<file path="src/rtl/keypad_matrix_scanner.sv">
// 4x4 active-low keypad scanner: column drive, row sync, scan-level debounce
// of single-key presses, and a show-ahead code FIFO with a sticky overflow flag.
module keypad_matrix_scanner #(
    parameter int SCAN_DIV       = 12500,
    parameter int DEBOUNCE_SCANS = 4,
    parameter int FIFO_DEPTH     = 4
) (
    input  logic                          clk,
    input  logic                          rst,
    output logic [3:0]                    col_out,
    input  logic [3:0]                    row_in,
    input  logic                          rd_en,
    output logic [3:0]                    dout_code,
    output logic                          fifo_empty,
    output logic [$clog2(FIFO_DEPTH):0]   fifo_count,
    output logic                          overflow,
    output logic                          key_down
);

    localparam int DIV_W = $clog2(SCAN_DIV);
    localparam int DEB_W = $clog2(DEBOUNCE_SCANS + 1);
    localparam int PTR_W = $clog2(FIFO_DEPTH);
    localparam int CNT_W = PTR_W + 1;

    typedef enum logic [1:0] {S_IDLE, S_CONFIRM, S_HELD, S_RELEASE} state_t;

    function automatic logic [4:0] f_popcount(input logic [15:0] v);
        logic [4:0] n;
        n = '0;
        for (int i = 0; i < 16; i++) begin
            n = n + {4'd0, v[i]};
        end
        return n;
    endfunction

    logic [3:0]        r_row_s1, r_row_s2;
    logic              r_active;
    logic [DIV_W-1:0]  r_div;
    logic [1:0]        r_col;
    logic [15:0]       r_snap;
    logic              r_scan_done;

    state_t            r_state, w_state_nxt;
    logic [DEB_W-1:0]  r_cnt, w_cnt_nxt;
    logic [3:0]        r_code, w_code_nxt;
    logic              w_push;
    logic [4:0]        w_ones;
    logic [3:0]        w_cand;
    logic              w_single, w_last;

    logic [3:0]        r_mem [FIFO_DEPTH];
    logic [PTR_W-1:0]  r_wr_ptr, r_rd_ptr, w_rd_nxt;
    logic [CNT_W-1:0]  r_count, w_count_nxt;
    logic [3:0]        r_dout, w_head_nxt;
    logic              r_empty, r_overflow;
    logic              w_full, w_do_pop, w_do_push;

    // Two-flop synchroniser on the asynchronous row lines
    always_ff @(posedge clk) begin
        if (rst) begin
            r_row_s1 <= 4'hF;
            r_row_s2 <= 4'hF;
        end else begin
            r_row_s1 <= row_in;
            r_row_s2 <= r_row_s1;
        end
    end

    // Column dwell timing; rows are sampled on the final cycle of each dwell
    always_ff @(posedge clk) begin
        r_scan_done <= 1'b0;
        if (rst) begin
            r_active <= 1'b0;
            r_div    <= '0;
            r_col    <= '0;
        end else if (!r_active) begin
            r_active <= 1'b1;
        end else if (r_div == DIV_W'(SCAN_DIV - 1)) begin
            r_div                       <= '0;
            r_col                       <= r_col + 2'd1;
            r_snap[{r_col, 2'b00} +: 4] <= ~r_row_s2;
            r_scan_done                 <= (r_col == 2'd3);
        end else begin
            r_div <= r_div + DIV_W'(1);
        end
    end

    assign col_out = r_active ? ~(4'b0001 << r_col) : 4'b1111;

    always_comb begin
        w_ones = f_popcount(r_snap);
        w_cand = '0;
        for (int i = 0; i < 16; i++) begin
            if (r_snap[i]) w_cand = i[3:0];
        end
    end

    assign w_single = (w_ones == 5'd1);
    assign w_last   = (r_cnt == DEB_W'(DEBOUNCE_SCANS - 1));

    always_ff @(posedge clk) begin
        if (rst) begin
            r_state <= S_IDLE;
            r_cnt   <= '0;
            r_code  <= '0;
        end else begin
            r_state <= w_state_nxt;
            r_cnt   <= w_cnt_nxt;
            r_code  <= w_code_nxt;
        end
    end

    // Debounce FSM, evaluated once per completed scan; multi-key scans never confirm
    always_comb begin
        w_state_nxt = r_state;
        w_cnt_nxt   = r_cnt;
        w_code_nxt  = r_code;
        w_push      = 1'b0;
        if (r_scan_done) begin
            case (r_state)
                S_IDLE: begin
                    if (w_single) begin
                        w_code_nxt = w_cand;
                        if (DEBOUNCE_SCANS == 1) begin
                            w_push      = 1'b1;
                            w_state_nxt = S_HELD;
                            w_cnt_nxt   = '0;
                        end else begin
                            w_state_nxt = S_CONFIRM;
                            w_cnt_nxt   = DEB_W'(1);
                        end
                    end
                end
                S_CONFIRM: begin
                    if (w_single && (w_cand == r_code)) begin
                        if (w_last) begin
                            w_push      = 1'b1;
                            w_state_nxt = S_HELD;
                            w_cnt_nxt   = '0;
                        end else begin
                            w_cnt_nxt = r_cnt + DEB_W'(1);
                        end
                    end else begin
                        w_state_nxt = S_IDLE;
                        w_cnt_nxt   = '0;
                    end
                end
                S_HELD: begin
                    if (w_ones == 5'd0) begin
                        if (DEBOUNCE_SCANS == 1) begin
                            w_state_nxt = S_IDLE;
                            w_cnt_nxt   = '0;
                        end else begin
                            w_state_nxt = S_RELEASE;
                            w_cnt_nxt   = DEB_W'(1);
                        end
                    end
                end
                S_RELEASE: begin
                    if (w_ones == 5'd0) begin
                        if (w_last) begin
                            w_state_nxt = S_IDLE;
                            w_cnt_nxt   = '0;
                        end else begin
                            w_cnt_nxt = r_cnt + DEB_W'(1);
                        end
                    end else begin
                        w_state_nxt = S_HELD;
                        w_cnt_nxt   = '0;
                    end
                end
                default: begin
                    w_state_nxt = S_IDLE;
                    w_cnt_nxt   = '0;
                end
            endcase
        end
    end

    assign key_down = (r_state == S_HELD) || (r_state == S_RELEASE);

    assign w_full    = (r_count == CNT_W'(FIFO_DEPTH));
    assign w_do_pop  = rd_en && (r_count != '0);
    assign w_do_push = w_push && (!w_full || w_do_pop);
    assign w_rd_nxt  = w_do_pop ? r_rd_ptr + PTR_W'(1) : r_rd_ptr;

    // Show-ahead head: when the next head slot is being written this cycle, bypass the write data
    always_comb begin
        w_count_nxt = r_count;
        if (w_do_push && !w_do_pop)      w_count_nxt = r_count + CNT_W'(1);
        else if (!w_do_push && w_do_pop) w_count_nxt = r_count - CNT_W'(1);
        if (w_count_nxt == '0)                         w_head_nxt = 4'h0;
        else if (w_do_push && (w_rd_nxt == r_wr_ptr))  w_head_nxt = w_code_nxt;
        else                                           w_head_nxt = r_mem[w_rd_nxt];
    end

    always_ff @(posedge clk) begin
        if (w_do_push) r_mem[r_wr_ptr] <= w_code_nxt;
    end

    always_ff @(posedge clk) begin
        if (rst) begin
            r_wr_ptr   <= '0;
            r_rd_ptr   <= '0;
            r_count    <= '0;
            r_dout     <= 4'h0;
            r_empty    <= 1'b1;
            r_overflow <= 1'b0;
        end else begin
            if (w_do_push) r_wr_ptr <= r_wr_ptr + PTR_W'(1);
            r_rd_ptr <= w_rd_nxt;
            r_count  <= w_count_nxt;
            r_dout   <= w_head_nxt;
            r_empty  <= (w_count_nxt == '0);
            if (w_push && w_full && !w_do_pop) r_overflow <= 1'b1;
        end
    end

    assign dout_code  = r_dout;
    assign fifo_empty = r_empty;
    assign fifo_count = r_count;
    assign overflow   = r_overflow;

endmodule
</file>
<file path="config.mk">
export PLATFORM = sky130hd
export DESIGN_NAME = keypad_matrix_scanner
export DESIGN_NICKNAME = d
export VERILOG_FILES = /design/src/rtl/keypad_matrix_scanner.sv
export SDC_FILE = /design/constraint.sdc
export NUM_CORES = 1
export LEC_CHECK = 0
export ABC_AREA = 1
export CORE_UTILIZATION = 49
export CTS_BUF_LIST = sky130_fd_sc_hd__clkbuf_4 sky130_fd_sc_hd__clkbuf_8 sky130_fd_sc_hd__clkbuf_16
export CTS_CLUSTER_DIAMETER = 200
export DETAILED_ROUTE_END_ITERATION = 12
export GPL_ROUTABILITY_DRIVEN = 0
export PLACE_DENSITY = 0.73
export SLEW_MARGIN = 40
export SYNTH_ARGS = -nofsm -noshare
export SYNTH_HDL_FRONTEND = slang
export SYNTH_SLANG_ARGS = --single-unit
</file>
<file path="constraint.sdc">
create_clock -name clk -period 6.26 [get_ports clk]
set_input_delay 0.626 -clock clk [delete_from_list [all_inputs] [get_ports clk]]
set_output_delay 0.626 -clock clk [all_outputs]
set_load 0.005 [all_outputs]
</file>
* After elaboration in Yosys (flattened, before gate mapping)
Memory sizes are Yosys's and may differ from the RTL's. A register that Yosys moved wholly into a read port is not among the register bits. Index checks and enable logic that the tools add are counted. Widths: inputs -> output; s select.
Storage, ports and cells: register bits 60, memory bits (writable) 16, input port bits 7, output and inout port bits 14, logic and storage cells 126, memories kept 1
Operators by class: $add $sub $neg 23, eq/ne operators 13, shift operators 3, muxes and demuxes 44, bitwise logic cells 5, reductions and logical operators 22
Memory list:
- r_mem | words 4, width 4, read ports 1, clocked after Yosys merged registers in 1, write ports 1, line 51 | logic [3:0] r_mem [FIFO_DEPTH];
Operator list (count):
- $mux 4 | 18
- $add 5x1->5 | 11
- $mux 3 | 7
- $bwmux 16 | 1
- $shift 4x6->16 const A | 1
- $shiftx 4x6->16 | 1
- $add 14x1->14 const B | 1
- $eq 14x14->1 const B | 1
- $mux 14 | 1
- $mux 2 | 7
- $pmux 3 s4 | 1
- $mux 1 | 8
- $not 4->4 | 2
- $pmux 2 s4 | 1
- $logic_and 1x1->1 | 7
- $add 2x1->2 const B | 3
- $add 3x1->3 const B | 2
- $eq 2x2->1 const B | 3
- $ne 3x3->1 const B | 2
- $neg 4->6 | 1
- $reduce_and 3->1 | 2
- $add 4x1->5 | 1
- $eq 5x1->1 const B | 1
- $logic_not 5->1 | 1
- 20 further kinds | 26

* Longest topological paths before layout
depth in word-level cells 27, mapped depth 26, gate-level depth less buffers 26

* Worst setup path after synthesis
No wires, ideal clock.
path type reg2reg, start point register r_snap[11], end point register r_dout[3], in the netlist dout_code[3], read port of r_mem, library setup time 119 ps, arrival 4560 ps, required time 6141 ps, path slack 1581 ps, stages on the path, launching flop included 25, path buffers 0, period minus slack after synthesis 4679 ps, cell sequence edfxtp_1 -> fa_1 -> inv_1 -> fa_1 -> inv_1 -> fa_1 -> inv_1 -> fa_1 -> inv_1 -> ha_1 -> fa_1 -> a21oi_1 -> o21bai_1 -> nor3_4 -> nand4_1 -> nor2_2 -> nand2_1 -> nor2_2 -> nand4_1 -> nand2_1 -> nand2_1 -> nand3_1 -> nand2_2 -> nor2_4 -> nor2_2
Between the ends: longest elaborated chain between the ends 17, elaborated cells between the ends (all ways) 24, those cells by class add/sub (5); eq/ne (2); mux (10); reduce/logical (7)
Ends and longest elaborated chain:
- from (decl) | line 40 | logic [15:0] r_snap;
- from (signal, indexed assignment) | line 81 | r_snap[{r_col, 2'b00} +: 4] <= ~r_row_s2;
- $add 5x1->5 / $mux 4 (equally long branches) (5 in a row) | line 31, 94
- $eq 5x1->1 / $eq 4x4->1 (equally long branches) | line 98, 135
- $logic_and 1x1->1 (*) | line 135 | if (w_single && (w_cand == r_code)) begin
- $mux 1 (*) | line 135
- $mux 1 (*) | line 120 | case (r_state)
- $mux 1 (*) | line 119 | if (r_scan_done) begin
- $logic_and 1x1->1 (*) | line 184 | assign w_do_push = w_push && (!w_full || w_do_pop);
- $logic_not 1->1 | line 191 | else if (!w_do_push && w_do_pop) w_count_nxt = r_count - CNT_W'(1);
- $logic_and 1x1->1 | line 191
- $mux 3 | line 191
- $mux 3 (*) | line 190 | if (w_do_push && !w_do_pop) w_count_nxt = r_count + CNT_W'(1);
- $logic_not 3->1 (*) | line 192 | if (w_count_nxt == '0) w_head_nxt = 4'h0;
- $reduce_or 2->1 (no source line) (*)
- to (decl) | line 54 | logic [3:0] r_dout, w_head_nxt;
Mark *: on every way between the ends. The rest lies on a longest branch, timed or not. A chain may end at the register's enable or synchronous reset.

* Worst setup path in the final report
start point register r_snap[11], end point register r_dout[0], in the netlist dout_code[0], read port of r_mem
The elaborated chain is that of the path after synthesis.

==> impl_results.md <==
- Avg WL per Cell: between 10 and 15 µm
- Total gr overflow: 0
- Die Y: ~94 µm
- Root buffer cell: clkbuf_8
- Measured slew at the worst slew-check pin: between 700 and 800 ps
- I/O pins: 21
- Nets@finish: 539
- Critical Path Sink Type: register
- Die area: 8771 µm²
- Clk Latency, worst-skew pair: ~350 ps
- Fin crit share: 0.7948
- Yosys warning total: 0
- Mean area per synthesized cell: 8.594 µm²
- Power Density: around 260 nW/µm²
- Setup WS post-layout: between 1000 and 1500 ps
- Fillcell total: a little over 700
- RSZ-0062 raised after global routing: no
- Crit path DAT: around 5200 ps
- Initial DRC Count: approximately 160
- Initial Utilization: 0.5035
- Fin cells: a little over 600
- Outcome: completed
- Via-to-Cell Ratio: between 4 and 5
- Pre-CTS setup slack: about 1200 ps
- Synth cell types: 36
- Setup TNS: 0 ps
- H-Tree Depth: 3
- # resized after CTS: 0
- Share of cells above drive strength 1: 0.1124
- Antenna violations before repair: 0
- CTS tree: built
- CTS Hold Bufs: 0
- Crit-path max FO: 5
- Final Max Slew Viols: 0
- LEAKAGE: between 1.5 and 2 nW
- All-Layer GR Usage: 0.1952
- Layout area overhead: 12.34%
- Die W: between 90 and 100 µm
- CTS Sinks: 80
- Setup bufs post-CTS: 0
- Drt first pass iters: 4
- Hold Crit Class: reg2reg
- Fmax: 0.2010 GHz
- Setup CP Type: reg2reg
- IO Port Bufs: 20
- Max clock buf depth: 2
- Core Rows: 33
- Largest net degree at the start of global routing: 20
- Final ANT Viol Nets: 0
- First-pass GRT wire length: roughly 13 mm
- Final Setup Violations: 0
- FF+latch count, synth: 80
- Vias: between 3,000 and 4,000
- Core area: approximately 8200 µm²
- Mapped Cells: roughly 480
- Sequential share of the synthesized area: 0.4669
- Vias in the first global route: ~3,000
- Ant diodes: 0
- Inst Count DP: between 500 and 600
- Routed wire length: approximately 7.5 mm
- Syn Nets: about 520
- CTS buffer count: 9
- Max-capacitance violation count: 0
- Min Tclk post-route: approximately 5000 ps
- Synth Cell Area: 4116 µm²
- Critical Path RT: roughly 6500 ps
- Worst slew margin: 0.5135
- Worst vdd ir: approximately 0.13 mV
- Critical Path Source Type: register
- Residual DRC: 0
- Reg clk slew, reported paths: 80 ps
- Final Hold Violating Endpoints: 0
- Clk_skew: approximately 15 ps
- Detailed Place HPWL: a little under 6 mm
## registers in the layout (all words and copies together) (netlist names)
name / count
dout_code: 4
fifo_count: 3
fifo_empty: 1
overflow: 1
r_active: 1
r_cnt: 3
r_code: 4
r_col: 2
r_div: 14
r_mem: 16
r_rd_ptr: 2
r_row_s1: 4
r_row_s2: 4
r_scan_done: 1
r_snap: 16
r_state: 2
r_wr_ptr: 2
## per-layer routing
metal | wire length (µm) | global-route usage | vias up
met3 | 257 | 0.03964 | 13
met4 | 129 | 0.08333 | 0
met5 | 0 | 0 | -
met1 | 3330 | 0.2264 | 1418
li1 | - | - | 1583
met2 | 3820 | 0.3487 | 45
## placed cells by master (no fill, tap or decap), types with 3 or more instances in the layout
master	Yosys	final
edfxtp_1	32	32
o21ai_1	5	5
or2_2	11	11
dfxtp_1	48	48
inv_2	3	3
inv_1	83	83
nor2_1	54	54
a21oi_1	26	26
o21ai_0	26	26
nand2_2	5	5
nand3_2	3	3
nor2_2	10	10
nand4_1	12	12
clkdlybuf4s50_1	0	20
nor3_1	14	14
xor2_1	7	7
fa_1	10	10
nand3_1	19	19
o22ai_1	3	3
ha_1	20	20
clkbuf_8	0	11
nand2_1	63	63
## Yosys cell counts (all sizes together)
cell | count | share of area
xnor2 | 1 | 0.0021
o22ai | 3 | 0.0046
nand4 | 12 | 0.018
a21oi | 26 | 0.032
a31o | 1 | 0.0021
inv | 86 | 0.078
a31oi | 1 | 0.0015
and3 | 1 | 0.0018
o21ai | 31 | 0.038
ha | 20 | 0.061
nor4 | 1 | 0.0015
clkbuf | 8 | 0.0073
or4 | 1 | 0.0018
dfxtp | 48 | 0.23
nand3 | 23 | 0.035
or2 | 12 | 0.018
nor3 | 15 | 0.021
fa | 10 | 0.049
nand2 | 69 | 0.068
nor2 | 66 | 0.070
xor2 | 7 | 0.015
a211oi | 2 | 0.0036
buf | 1 | 0.0018
edfxtp | 32 | 0.23
o21bai | 1 | 0.0018
clkinv | 1 | 0.0012
## worst paths after layout
path	to	slack, ps	depth (start not counted)	from
worst max register to register	dout_code[0]	1280	24	r_snap[11]
worst max-delay path	dout_code[0]	1280	24	r_snap[11]
worst min-delay path	r_row_s2[3]	410	1	r_row_s1[3]
worst min register to register	r_row_s2[3]	410	1	r_row_s1[3]
## per-stage QoR
stage	hold slack (ps)	util	cell area, µm²	total power [mW]
4_1_cts	413.3	0.5657	4624	1.197
5_1_grt	422.3	0.5657	4624	1.247
3_3_place_gp	393.2	0.5404	4418	0.8100
2_1_floorplan	389.5	-	4116	0.7415
6_report	411.2	0.5657	4624	1.182
3_5_place_dp	392.8	0.5404	4418	0.8153
## cell type report
type / instances / area [µm²] / share of cell area
clock inverters: 3 / 22.52 / 0.004870
inverters: 87 / 327.8 / 0.07089
well taps: 105 / 131.4 / 0.02841
multi-input cells: 303 / 1829 / 0.3956
clock buffers: 13 / 183.9 / 0.03977
flip-flops and latches: 80 / 1922 / 0.4156
repair buffers: 21 / 207.7 / 0.04491
## where the power goes
part / leakage [nW] / internal [mW] / switching (mW) / total [mW]
registers: 0.687 / 0.563 / 0.0147 / 0.577
clock network: 0.108 / 0.195 / 0.186 / 0.381
logic: 1.05 / 0.0935 / 0.130 / 0.223
## logic make-up (layout without fill, tap and decap cells)
family,after synthesis,after routing,share of synthesized area
fa+ha+maj,30,30,0.1094
flops,80,80,0.4669
xor+xnor,8,8,0.01702
compound gates,65,65,0.08298
buf+inv,96,124,0.08875
simple gates,200,200,0.2350
## worst max-delay path, stage by stage, from the launching register on
cell and delay, ps:
edfxtp_1 440, fa_1 550, inv_1 50, fa_1 470, inv_1 50, fa_1 470, inv_1 50, fa_1 470
inv_1 40, ha_1 200, fa_1 400, a21oi_1 160, o21bai_1 120, nor3_4 210, nand4_1 130, nor2_2 150
nand2_1 90, nor2_2 120, nand4_1 150, nand2_1 100, nand2_1 50, nand3_1 90, nand2_2 80, nor2_4 190
nor2_2 50
No activity file was read; power rests on OpenSTA's default activity.
